## config.mk

```make
export PLATFORM = sky130hd
export DESIGN_NAME = seg2bcd_scan_capture
export DESIGN_NICKNAME = d
export VERILOG_FILES = /design/src/rtl/seg2bcd_scan_capture.sv
export SDC_FILE = /design/constraint.sdc
export NUM_CORES = 1
export LEC_CHECK = 0
export CORE_MARGIN = 2
export CORE_UTILIZATION = 58
export CTS_BUF_LIST = sky130_fd_sc_hd__clkbuf_8
export DETAILED_ROUTE_END_ITERATION = 6
export PLACE_DENSITY = 0.81
export SYNTH_ARGS = -nofsm -noshare
export SYNTH_HDL_FRONTEND = slang
export SYNTH_SLANG_ARGS = --single-unit
```

## constraint.sdc

```tcl
create_clock -name s00_axi_aclk -period 3.7 [get_ports s00_axi_aclk]
set_input_delay 0.37 -clock s00_axi_aclk [delete_from_list [all_inputs] [get_ports s00_axi_aclk]]
set_output_delay 0.37 -clock s00_axi_aclk [all_outputs]
set_load 0.01 [all_outputs]
```

## src/rtl/seg2bcd_scan_capture.sv

```systemverilog
// Purpose : decodes a multiplexed active-low 7-segment bus back to BCD and assembles whole display frames.
// Latency : a seg_in change reaches the work registers after 2 + STABLE_CYCLES + 1 cycles; the frame follows one cycle after the last digit.
// Backpressure: a presented frame stays frozen until frame_ready; scanning continues meanwhile, and the next frame is snapshot after the handshake.
// Ports   : s00_axi_aclk/s00_axi_aresetn clock and async active-low reset; an_in/seg_in observed display bus;
//           err_clr clears the sticky err_out; frame_valid/frame_ready handshake for frame_bcd/frame_blank.
module seg2bcd_scan_capture #(
  parameter int NUM_DIGITS    = 4,
  parameter int STABLE_CYCLES = 16,
  parameter int CNT_W         = 5
) (
  input  logic                    s00_axi_aclk,
  input  logic                    s00_axi_aresetn,
  input  logic [NUM_DIGITS-1:0]   an_in,
  input  logic [6:0]              seg_in,
  input  logic                    err_clr,
  input  logic                    frame_ready,
  output logic                    frame_valid,
  output logic [4*NUM_DIGITS-1:0] frame_bcd,
  output logic [NUM_DIGITS-1:0]   frame_blank,
  output logic                    err_out
);

  localparam int IW = (NUM_DIGITS > 1) ? $clog2(NUM_DIGITS) : 1;

  typedef enum logic {S_COLLECT = 1'b0, S_PRESENT = 1'b1} state_t;

  // Reset bridge: assert immediately, release two clocks after aresetn rises.
  logic [1:0] r_rst_sync;
  logic       w_rst_n;

  always_ff @(posedge s00_axi_aclk or negedge s00_axi_aresetn) begin
    if (!s00_axi_aresetn) r_rst_sync <= 2'b00;
    else                  r_rst_sync <= {r_rst_sync[0], 1'b1};
  end
  assign w_rst_n = r_rst_sync[1];

  logic [NUM_DIGITS-1:0]   r_an_s1, r_an_s2, r_an_prev;
  logic [6:0]              r_seg_s1, r_seg_s2, r_seg_prev;
  logic [CNT_W-1:0]        r_cnt;
  logic [4*NUM_DIGITS-1:0] r_work_bcd, r_frame_bcd;
  logic [NUM_DIGITS-1:0]   r_work_blank, r_frame_blank, r_seen;
  logic                    r_err;
  state_t                  r_state, w_state_nxt;

  logic [NUM_DIGITS-1:0]   w_an_act, w_seen_set;
  logic                    w_an_ok, w_same, w_cap, w_cap_ok, w_cap_bad, w_load;
  logic [IW-1:0]           w_idx;
  logic [3:0]              w_dec_bcd;
  logic                    w_dec_blank, w_dec_ok;

  // Exactly one anode low is a valid digit slot; anything else (blanked scan,
  // overlap during anode switching) holds the dwell counter at zero.
  assign w_an_act = ~r_an_s2;
  assign w_an_ok  = $onehot(w_an_act);
  assign w_same   = (r_an_s2 == r_an_prev) && (r_seg_s2 == r_seg_prev);

  // Fires only on the increment into STABLE_CYCLES, so a long dwell captures once.
  assign w_cap     = w_an_ok && w_same && (r_cnt == CNT_W'(STABLE_CYCLES - 1));
  assign w_cap_ok  = w_cap && w_dec_ok;
  assign w_cap_bad = w_cap && !w_dec_ok;

  always_comb begin
    w_idx = '0;
    for (int i = 0; i < NUM_DIGITS; i++) begin
      if (w_an_act[i]) w_idx = IW'(i);
    end
  end

  assign w_seen_set = {{(NUM_DIGITS-1){1'b0}}, w_cap_ok} << w_idx;

  always_comb begin
    w_dec_bcd   = 4'd0;
    w_dec_blank = 1'b0;
    w_dec_ok    = 1'b1;
    case (r_seg_s2)
      7'h01:   w_dec_bcd = 4'd0;
      7'h4F:   w_dec_bcd = 4'd1;
      7'h12:   w_dec_bcd = 4'd2;
      7'h06:   w_dec_bcd = 4'd3;
      7'h4C:   w_dec_bcd = 4'd4;
      7'h24:   w_dec_bcd = 4'd5;
      7'h20:   w_dec_bcd = 4'd6;
      7'h0F:   w_dec_bcd = 4'd7;
      7'h00:   w_dec_bcd = 4'd8;
      7'h04:   w_dec_bcd = 4'd9;
      7'h7F:   w_dec_blank = 1'b1;
      default: w_dec_ok = 1'b0;
    endcase
  end

  // Input synchroniser and dwell counter.
  always_ff @(posedge s00_axi_aclk or negedge w_rst_n) begin
    if (!w_rst_n) begin
      r_an_s1    <= '0;
      r_an_s2    <= '0;
      r_an_prev  <= '0;
      r_seg_s1   <= '0;
      r_seg_s2   <= '0;
      r_seg_prev <= '0;
      r_cnt      <= '0;
    end else begin
      r_an_s1    <= an_in;
      r_an_s2    <= r_an_s1;
      r_an_prev  <= r_an_s2;
      r_seg_s1   <= seg_in;
      r_seg_s2   <= r_seg_s1;
      r_seg_prev <= r_seg_s2;
      if (!w_an_ok || !w_same)                   r_cnt <= '0;
      else if (r_cnt != CNT_W'(STABLE_CYCLES))   r_cnt <= r_cnt + CNT_W'(1);
    end
  end

  // Work registers, seen mask and sticky error. A capture landing in the
  // snapshot cycle belongs to the next frame, so its seen bit survives the clear.
  always_ff @(posedge s00_axi_aclk or negedge w_rst_n) begin
    if (!w_rst_n) begin
      r_work_bcd   <= '0;
      r_work_blank <= '0;
      r_seen       <= '0;
      r_err        <= 1'b0;
    end else begin
      if (w_cap_ok) begin
        r_work_bcd[{w_idx, 2'b00} +: 4] <= w_dec_bcd;
        r_work_blank[w_idx]             <= w_dec_blank;
      end
      r_seen <= (w_load ? '0 : r_seen) | w_seen_set;
      if (w_cap_bad)    r_err <= 1'b1;
      else if (err_clr) r_err <= 1'b0;
    end
  end

  always_ff @(posedge s00_axi_aclk or negedge w_rst_n) begin
    if (!w_rst_n) r_state <= S_COLLECT;
    else          r_state <= w_state_nxt;
  end

  always_comb begin
    w_state_nxt = r_state;
    w_load      = 1'b0;
    case (r_state)
      S_COLLECT: begin
        if (&r_seen) begin
          w_load      = 1'b1;
          w_state_nxt = S_PRESENT;
        end
      end
      S_PRESENT: begin
        if (frame_ready) w_state_nxt = S_COLLECT;
      end
      default: w_state_nxt = S_COLLECT;
    endcase
  end

  always_ff @(posedge s00_axi_aclk or negedge w_rst_n) begin
    if (!w_rst_n) begin
      r_frame_bcd   <= '0;
      r_frame_blank <= '0;
    end else if (w_load) begin
      r_frame_bcd   <= r_work_bcd;
      r_frame_blank <= r_work_blank;
    end
  end

  assign frame_valid = (r_state == S_PRESENT);
  assign frame_bcd   = r_frame_bcd;
  assign frame_blank = r_frame_blank;
  assign err_out     = r_err;

endmodule

```

==> metrics.txt, run 1 <==
FF-to-FF setup slack 0.25 ns; GR Util All Layers 19.0%; Leak Pwr 1.83 nW; sequential power share 62.2%; global-route wire length before repair 9000 um; clock buffer depth 2; HP Class in -> async; Max Fclk 290 MHz; fin crit period 3.45 ns; PwrDens 400 mW/mm^2; initial antenna violation count 0; vias in the first global route 1847; register area share after synthesis 62.8%; FF-to-FF path depth 9; # nets final 286; hpwl dp 3630 um; Die Wd 80.9 um; Initial Utilization 61.1%; worst slew pin tran 1.08 ns; postcts setup bufs 0; CTS tree done; FF+latch count, synth 86; syn avg cell area 15.2 um^2; post-synthesis instance area 0.00343 mm^2; Clk pwr share 34.6%; net switching power 0.360 mW; setup_tns 0 ns; setup slack at placement 0.181 ns; ANT nets after route 0; Setup crit start r_an_s2[0]$_DFF_PN0_; YS warnings 0; synth unique cells 42; DR top layer met4; nature of the critical path startpoint register; Worst Setup Slack, final 0.249 ns; largest net degree at the start of global routing 85; ys flop type dfrtp_1; Clock transition at path regs 0.08 ns; crit-path max FO 6; H-Tree Depth 3; Ports 37; gpl congestion 0.781; CTS buffer count 9; routed vias 1819; Cells after Synth 226; worst endpoint data arrival time 3.68 ns; Switching Fraction 22.5%; Setup crit end kind register; Final Setup Violations 0; combinational power share 3.2%; Pre-antenna DRT Iters 5; ys async rst share 100%; Antenna Diode Count 0; first-iteration detailed-routing DRC count 125; reg2reg start r_an_s2[0]$_DFF_PN0_; clk sinks 86; IO buf count 36; core area 0.00561 mm^2; Worst Path Required 3.93 ns; met3 wire len 219 um; Worst Skew 0.00430 ns; # DRC 0; Slew HR 28.0%; met2 wire len 2440 um; Max Slew Vio Count 0; WS Path Type reg -> reg; root buf cell clkbuf_8; Site Rows 27; grt total ovfl 0; RSZ-0062 raised after global routing no; Post-Syn Nets 247; number of flops mapped to enable cells by yosys 0; period utilization 93.3%; internal power 1.24 mW; Area Overhead vs Synth 16.8%; Hold Fails Final Rpt 0; area of the die 0.00654 mm^2; outcome completed; share of cells above drive strength 1 24.4%; RR Endpoint r_work_blank[3]$_DFFE_PN0P_; DR WL/cell 15.4 um; worst skew pair latency 0.34 ns; metal1 wirelength 2510 um; MaxCap Viol Count 0; vias per std cell 5.32; Post-Route WL 5260 um; worst IR drop on VDD 0.362 mV; die height 80.9 um
## timing repair
item                                    CTS  global route
hold buffers                              0             0
gates resized for setup                   0             0
endpoints found under the setup margin    0             3
## critical path, stage by stage (launching register included)
cell       delay, ns
dfrtp_1         0.43
fa_1            0.54
inv_1           0.04
ha_1            0.17
ha_1            0.26
or3b_1          0.39
nor4_2          0.25
nand3_2         0.26
a2111oi_4       0.60
mux2_2          0.40
## state kept, by name (all words and copies together), names as in the netlist
name / flops
r_work_blank: 4
r_seg_prev: 7
r_work_bcd: 16
r_seg_s2: 7
frame_valid: 1
r_seg_s1: 7
r_an_prev: 4
r_an_s2: 4
r_an_s1: 4
r_seen: 4
r_cnt: 5
err_out: 1
frame_bcd: 16
r_rst_sync: 2
frame_blank: 4
## metal layers
layer / vias to the layer above / track usage (%)
met4: 0 / 9.15
met3: 10 / 5.33
li1: 865 / -
met1: 903 / 27.0
met5: - / 0
met2: 41 / 27.1
## placed cells by master (no fill, tap or decap), drive strengths merged, types with 2 or more instances in the layout
cell,instances
ha,5
nor2,7
or3b,2
nand3,5
inv,14
a21o,4
and3,2
nand2,6
nor4,5
a2111oi,6
xnor2,2
nor3,3
clkbuf,10
clkinv,3
o21ai,2
xor2,14
clkdlybuf4s50,36
dfrtp,86
o41ai,2
mux2,40
nand2b,2
## per-stage QoR
step           power (mW)  cell area [um^2]  std cells  hold WS, ns  utilization [%]
2_1_floorplan        1.04              3430        226       0.0744                -
3_3_place_gp         1.07              3830        326        0.332             68.4
3_5_place_dp         1.07              3830        326        0.335             68.4
4_1_cts              1.63              4000        342        0.165             71.4
5_1_grt              1.68              4000        342        0.173             71.4
6_report             1.60              4000        342        0.183             71.4
## worst max-delay path by stage
stage,endpoint,slack (ns),cells after the start
5_1_grt,r_work_blank[3]$_DFFE_PN0P_,0.05,9
4_1_cts,r_work_blank[3]$_DFFE_PN0P_,0.14,9
3_5_place_dp,r_work_bcd[12]$_DFFE_PN0P_,0.18,9
3_3_place_gp,r_work_bcd[15]$_DFFE_PN0P_,0.29,9
2_1_floorplan,r_work_bcd[12]$_DFFE_PN0P_,0.51,9
6_report,r_work_blank[3]$_DFFE_PN0P_,0.25,9
## power by group through the flow
stage | registers (mW) | logic, mW | clock network [mW]
after CTS | 0.997 | 0.0526 | 0.579
final | 0.996 | 0.0516 | 0.554
after detailed placement | 1.02 | 0.0523 | 0
after global placement | 1.02 | 0.0505 | 0
after global routing | 1.00 | 0.0583 | 0.620
after floorplan | 0.999 | 0.0426 | 0
## cells by family after synthesis
family,synth area share [%]
compound gates,8.00
xor+xnor,4.09
fa+ha+maj,2.41
buf+inv,2.67
flops,62.8
mux,13.4
other cells,0.109
simple gates,6.46
## cells in the mapped netlist, types with 3 or more instances
cell type / number / area, um^2
a2111oi_4: 5 / 138
a21o_2: 4 / 35.0
buf_2: 4 / 20.0
dfrtp_1: 86 / 2150
ha_1: 5 / 62.6
inv_1: 11 / 41.3
mux2_1: 8 / 90.1
mux2_2: 32 / 360
nand2_1: 6 / 22.5
nand3_1: 3 / 15.0
nor2_1: 7 / 26.3
nor3_1: 3 / 15.0
nor4_1: 3 / 18.8
xor2_1: 14 / 123
## layout make-up
| class | instances | area (um^2) |
|---|---|---|
| multi-input combinational | 120 | 1180 |
| timing repair buffer | 36 | 360 |
| tap | 72 | 90.1 |
| fill | 399 | 1610 |
| sequential | 86 | 2160 |
| clock buffer | 10 | 138 |
| clock inverter | 6 | 30.0 |
| inverter | 12 | 45.0 |
Note: power is estimated with default switching activity, not from simulation.
==> run 2, diff against run 1 <==
Settings changed: SETUP_SLACK_MARGIN set to 0.4.
==> run 2 against run 1 <==
Non-clock buffer count is 6 higher. Hold slack worse by 0.0058 ns. Die area stayed put. Core utilization is 1.7 points higher. Largest power group unchanged. Highest routed layer unchanged. Critical endpoint is now r_work_blank[0]$_DFFE_PN0P_. Sequential cell count stayed put. Via count is 1.2% higher.
==> metrics.txt, run 2 (same netlist as run 1, synthesis figures left out) <==
Final Setup Violations 0 (unchanged); worst endpoint data arrival time 3.44 ns (-0.24 ns); worst skew pair latency 0.35 ns (about the same); MaxCap Viol Count 0 (unchanged); IO buf count 36 (unchanged); initial antenna violation count 0 (unchanged); vias in the first global route 1878 (+1.7%); Max Slew Vio Count 0 (unchanged); PwrDens 394 mW/mm^2 (-1.6%); grt total ovfl 0 (unchanged); Pre-antenna DRT Iters 4 (-1); die height 80.9 um (unchanged); routed vias 1841 (+1.2%); Worst Setup Slack, final 0.492 ns (+0.243 ns); area of the die 0.00654 mm^2 (unchanged); # nets final 292 (+2.1%); fin crit period 3.21 ns (-0.243 ns); WS Path Type reg -> reg; Leak Pwr 1.87 nW (+1.7%); RR Endpoint r_work_blank[0]$_DFFE_PN0P_; Clock transition at path regs 0.08 ns (about the same); CTS Hold Bufs 0 (unchanged); Worst Path Required 3.93 ns (about the same); Antenna Diode Count 0 (unchanged); RSZ-0062 raised after global routing yes; gpl congestion 0.781 (unchanged); Max Fclk 312 MHz (+7.6%); Setup crit end kind register; CTS buffer count 9 (unchanged); Slew HR 26.7% (-1.3 points); Hold Fails Final Rpt 0 (unchanged); largest net degree at the start of global routing 85 (unchanged); worst slew pin tran 1.10 ns (+0.0200 ns); reg2reg start r_an_s2[1]$_DFF_PN0_; nature of the critical path startpoint register; share of cells above drive strength 1 28.6% (+4.2 points); clock buffer depth 2 (unchanged); ANT nets after route 0 (unchanged); vias per std cell 5.29 (-0.54%); CTS tree done; DR WL/cell 15.5 um (+1.0%); setup_tns 0 ns (unchanged); worst IR drop on VDD 0.362 mV (about the same); Area Overhead vs Synth 19.6%; setup slack at placement 0.181 ns (unchanged); HP Class in -> async; hpwl dp 3630 um (unchanged); clk sinks 86 (unchanged); # DRC 0 (unchanged); outcome completed; Post-Route WL 5410 um (+2.8%); most frequent cells in the layout 83 x dfrtp_1, 36 x clkdlybuf4s50_1, 31 x mux2_2; period utilization 86.7% (-6.6 points); Final Power 1.61 mW (+0.73%); first-iteration detailed-routing DRC count 122 (-2.4%); crit-path max FO 4 (-2); global-route wire length before repair 9090 um (+0.92%); root buf cell clkbuf_8; FF-to-FF setup slack 0.49 ns (+0.24 ns); GR Util All Layers 19.1% (+0.17 points); Worst Skew 0.00715 ns (+0.00285 ns); Initial Utilization 61.1% (unchanged); Setup crit start r_an_s2[1]$_DFF_PN0_; Die Wd 80.9 um (unchanged); core area 0.00561 mm^2 (unchanged); Ports 37 (unchanged); FF-to-FF path depth 10 (+1); Site Rows 27 (unchanged); commonest non-fill, non-tap cell in the layout dfrtp_1; H-Tree Depth 3 (unchanged)
-- run 2: worst max path at each step --
| stage | end | slack [ns] |
|---|---|---|
| finish | r_work_blank[0]$_DFFE_PN0P_ | 0.49 |
| global route | r_work_blank[0]$_DFFE_PN0P_ | 0.38 |
| CTS | r_work_blank[3]$_DFFE_PN0P_ | 0.40 |
| detailed placement | r_work_bcd[12]$_DFFE_PN0P_ | 0.18 |
| global placement | r_work_bcd[15]$_DFFE_PN0P_ | 0.29 |
| floorplan | r_work_bcd[12]$_DFFE_PN0P_ | 0.51 |
-- run 2: cell type report --
cell class	instances	area [um^2]
multi-input combinational	120	1230
timing repair buffer	42	409
inverter	12	45.0
fill	380	1510
tap	72	90.1
clock buffer	10	138
sequential	86	2160
clock inverter	6	30.0
-- run 2: per-layer routing --
layer / GRT usage, % / part of all wire (%) / vias to the layer above / wire [um]
met1: 26.9 / 49 / 925 / 2640
met2: 27.8 / 46 / 33 / 2490
met4: 9.15 / 1.4 / 0 / 78
li1: - / - / 878 / -
met3: 5.33 / 3.6 / 5 / 197
met5: 0 / 0 / - / 0
-- run 2: repair_timing --
item	CTS	global route
cloned	0	0
buffers inserted	5	1
pin swaps	4	5
gates resized for setup	1	10
setup endpoints to repair	20	20
-- run 2: worst max-delay path, stage by stage (launching register included) --
cell and delay (ns):
dfrtp_2 0.42, fa_1 0.53, inv_1 0.04, ha_2 0.17
ha_4 0.20, or3b_4 0.38, nor4_4 0.30, nand3_4 0.19
a2111oi_4 0.34, buf_4 0.20, mux2_2 0.32
-- run 2: power breakdown --
part           internal, mW  switching [mW]  total [mW]
registers             0.959          0.0372       0.996
clock network         0.254           0.303       0.557
logic                0.0340          0.0263      0.0603
-- run 2: metrics by stage --
| stage | hold WS (ns) | cells | instance area, um^2 | util (%) |
|---|---|---|---|---|
| detailed placement | 0.335 | 326 | 3830 | 68.4 |
| CTS | 0.165 | 347 | 4050 | 72.2 |
| finish | 0.177 | 348 | 4100 | 73.1 |
| global placement | 0.332 | 326 | 3830 | 68.4 |
| floorplan | 0.0744 | 226 | 3430 | - |
| global route | 0.173 | 348 | 4100 | 73.1 |
==> run 3, diff against run 2 <==
--- a/config.mk
+++ b/config.mk
@@ -7,3 +7,2 @@
 export LEC_CHECK = 0
-export CORE_MARGIN = 2
 export CORE_UTILIZATION = 58
==> constraint.sdc (replaced) <==
create_clock -name s00_axi_aclk -period 3.7 [get_ports s00_axi_aclk]
set_input_delay 0.555 -clock s00_axi_aclk [delete_from_list [all_inputs] [get_ports s00_axi_aclk]]
set_output_delay 0.555 -clock s00_axi_aclk [all_outputs]
set_load 0.01 [all_outputs]
==> run 3 against run 2 <==
Sequential share of layout area is 0.24 points lower. Setup slack worse by 0.015 ns. Global-route usage is 1.3 points higher. Maximum frequency is 0.47% lower. Clock skew hardly changed. Design area is 0.46% higher. Hold slack better by 0.17 ns. Final cell count is 0.86% higher.
==> metrics.txt, run 3 (same netlist as run 1, synthesis figures left out) <==
outcome completed; Critical-path top delay cell fa_1; Non-Filler Instances 351 (+0.86%); share of cells above drive strength 1 27.6% (-1.0 points); Hold Fails Final Rpt 0 (unchanged); CTS buffer count 9 (unchanged); Post-Route WL 5450 um (+0.79%); root buf cell clkbuf_8; vias in the first global route 1858 (-1.1%); Clock transition at path regs 0.08 ns (about the same); Max Fclk 310 MHz (-0.47%); setup_tns 0 ns (unchanged); Setup crit end kind register; commonest non-fill, non-tap cell in the layout dfrtp_1; Final Power 1.66 mW (+3.0%); CP Buf/Inv Count 3 (+1); DR WL/cell 15.5 um (about the same); worst skew pair latency 0.35 ns (about the same); CP cell instances fa_1, inv_1, ha_1, ha_1, or3b_4, nor4_4, nand3_2, buf_6, a2111oi_4, buf_6, mux2_2; gpl congestion 0.791 (+1.3%); worst slew pin tran 1.11 ns (+0.0162 ns); post-layout util 73.4% (+0.33 points); grt total ovfl 0 (unchanged); multi-input combinational cell area 0.00120 mm^2 (-2.1%); Antenna Diode Count 0 (unchanged); first-iteration detailed-routing DRC count 127 (+4.1%); # DRC 0 (unchanged); H-Tree Depth 3 (unchanged); Max Slew Vio Count 0 (unchanged); MaxCap Viol Count 0 (unchanged); Worst Skew 0.00753 ns (+0.000380 ns); clk sinks 86 (unchanged); initial antenna violation count 0 (unchanged); ANT nets after route 0 (unchanged); setup slack at placement 0.154 ns (-0.0267 ns); GR Util All Layers 20.4% (+1.3 points); Site Rows 27 (unchanged); Die Wd 78.9 um (-2.5%); hpwl dp 3570 um (-1.6%); max incr delay on CP 0.53 ns (about the same); WS Path Type reg -> reg; largest net degree at the start of global routing 85 (unchanged); clock buffer depth 2 (unchanged); most frequent cells in the layout 83 x dfrtp_1, 36 x clkdlybuf4s50_1, 30 x mux2_2; Fin Hold WS 0.352 ns (+0.175 ns); RSZ-0062 raised after global routing yes; Pre-antenna DRT Iters 4 (unchanged); vias per std cell 5.34 (+0.87%); PwrDens 404 mW/mm^2 (+2.6%); Final Instance Area 0.00412 mm^2 (+0.46%); nature of the critical path startpoint register; die height 78.9 um (-2.5%); Initial Utilization 61.1% (unchanged); crit-path max FO 6 (+2); Fill cells 388 (+2.1%); fin crit period 3.22 ns (+0.0151 ns); CTS tree done; Final Setup Violations 0 (unchanged); core area 0.00561 mm^2 (unchanged); IO buf count 36 (unchanged); CP delay by family, top adder cells; sequential cell area 0.00216 mm^2 (unchanged); Area Overhead vs Synth 20.2%; worst IR drop on VDD 0.337 mV (-7.0%); global-route wire length before repair 9260 um (+1.9%); Ports 37 (unchanged); # nets final 295 (+1.0%); routed vias 1873 (+1.7%); cell area after placement 0.00383 mm^2 (unchanged); Worst Setup Slack, final 0.477 ns (-0.0151 ns); HP Class reg -> reg; worst endpoint data arrival time 3.46 ns (+0.02 ns); Leak Pwr 1.90 nW (+1.6%); Slew HR 25.6% (-1.1 points); area of the die 0.00622 mm^2 (-4.9%); Placed Instances 326 (unchanged); Worst Path Required 3.94 ns (about the same); period utilization 87.1% (+0.41 points)
-- run 3: path summary, 6_finish.rpt --
| kind | start | to | slack, ns | depth (start not counted) |
|---|---|---|---|---|
| setup / recovery | r_an_s2[1]$_DFF_PN0_ | r_work_bcd[8]$_DFFE_PN0P_ | 0.48 | 11 |
| hold / removal | r_seg_s1[3]$_DFF_PN0_ | r_seg_s2[3]$_DFF_PN0_ | 0.35 | 0 |
| setup reg to reg | r_an_s2[1]$_DFF_PN0_ | r_work_bcd[8]$_DFFE_PN0P_ | 0.48 | 11 |
| hold reg to reg | r_seg_s1[3]$_DFF_PN0_ | r_seg_s2[3]$_DFF_PN0_ | 0.35 | 0 |
| max in group asynchronous | r_rst_sync[1]$_DFF_PN0_ | r_an_s2[3]$_DFF_PN0_ | 2.48 | 0 |
| min in group asynchronous | s00_axi_aresetn | r_rst_sync[0]$_DFF_PN0_ | 0.36 | 1 |
-- run 3: what timing repair did --
| action | 4_1_cts | 5_1_grt |
|---|---|---|
| endpoints found under the setup margin | 20 | 20 |
| resized for setup | 0 | 9 |
| hold buffers | 0 | 0 |
| setup buffers | 4 | 5 |
| pin swaps | 4 | 6 |
-- run 3: area by class of cell --
| cell class | count | share of cell area (%) |
|---|---|---|
| flip-flops and latches | 86 | 52.4 |
| multi-input cells | 120 | 29.2 |
| repair buffers | 45 | 10.7 |
| clock buffers | 9 | 3.01 |
| well taps | 72 | 2.19 |
| clock inverters | 7 | 1.43 |
| inverters | 12 | 1.09 |
-- run 3: power by group --
| group | internal (mW) | switching [mW] |
|---|---|---|
| combinational | 0.0334 | 0.0251 |
| clock | 0.302 | 0.305 |
| sequential | 0.959 | 0.0377 |
-- run 3: worst register-to-register path, stage by stage (launching register included) --
cell and delay [ns]:
dfrtp_2 0.42, fa_1 0.53, inv_1 0.04, ha_1 0.17
ha_1 0.27, or3b_4 0.38, nor4_4 0.25, nand3_2 0.10
buf_6 0.16, a2111oi_4 0.29, buf_6 0.19, mux2_2 0.33
-- run 3: routing by layer --
metal  vias up  GRT usage, %  wire, um
met5         -             0         0
met4         0          12.0       119
met3        10          4.94       190
met2        39          28.6      2500
met1       940          29.1      2650
li1        884             -         -
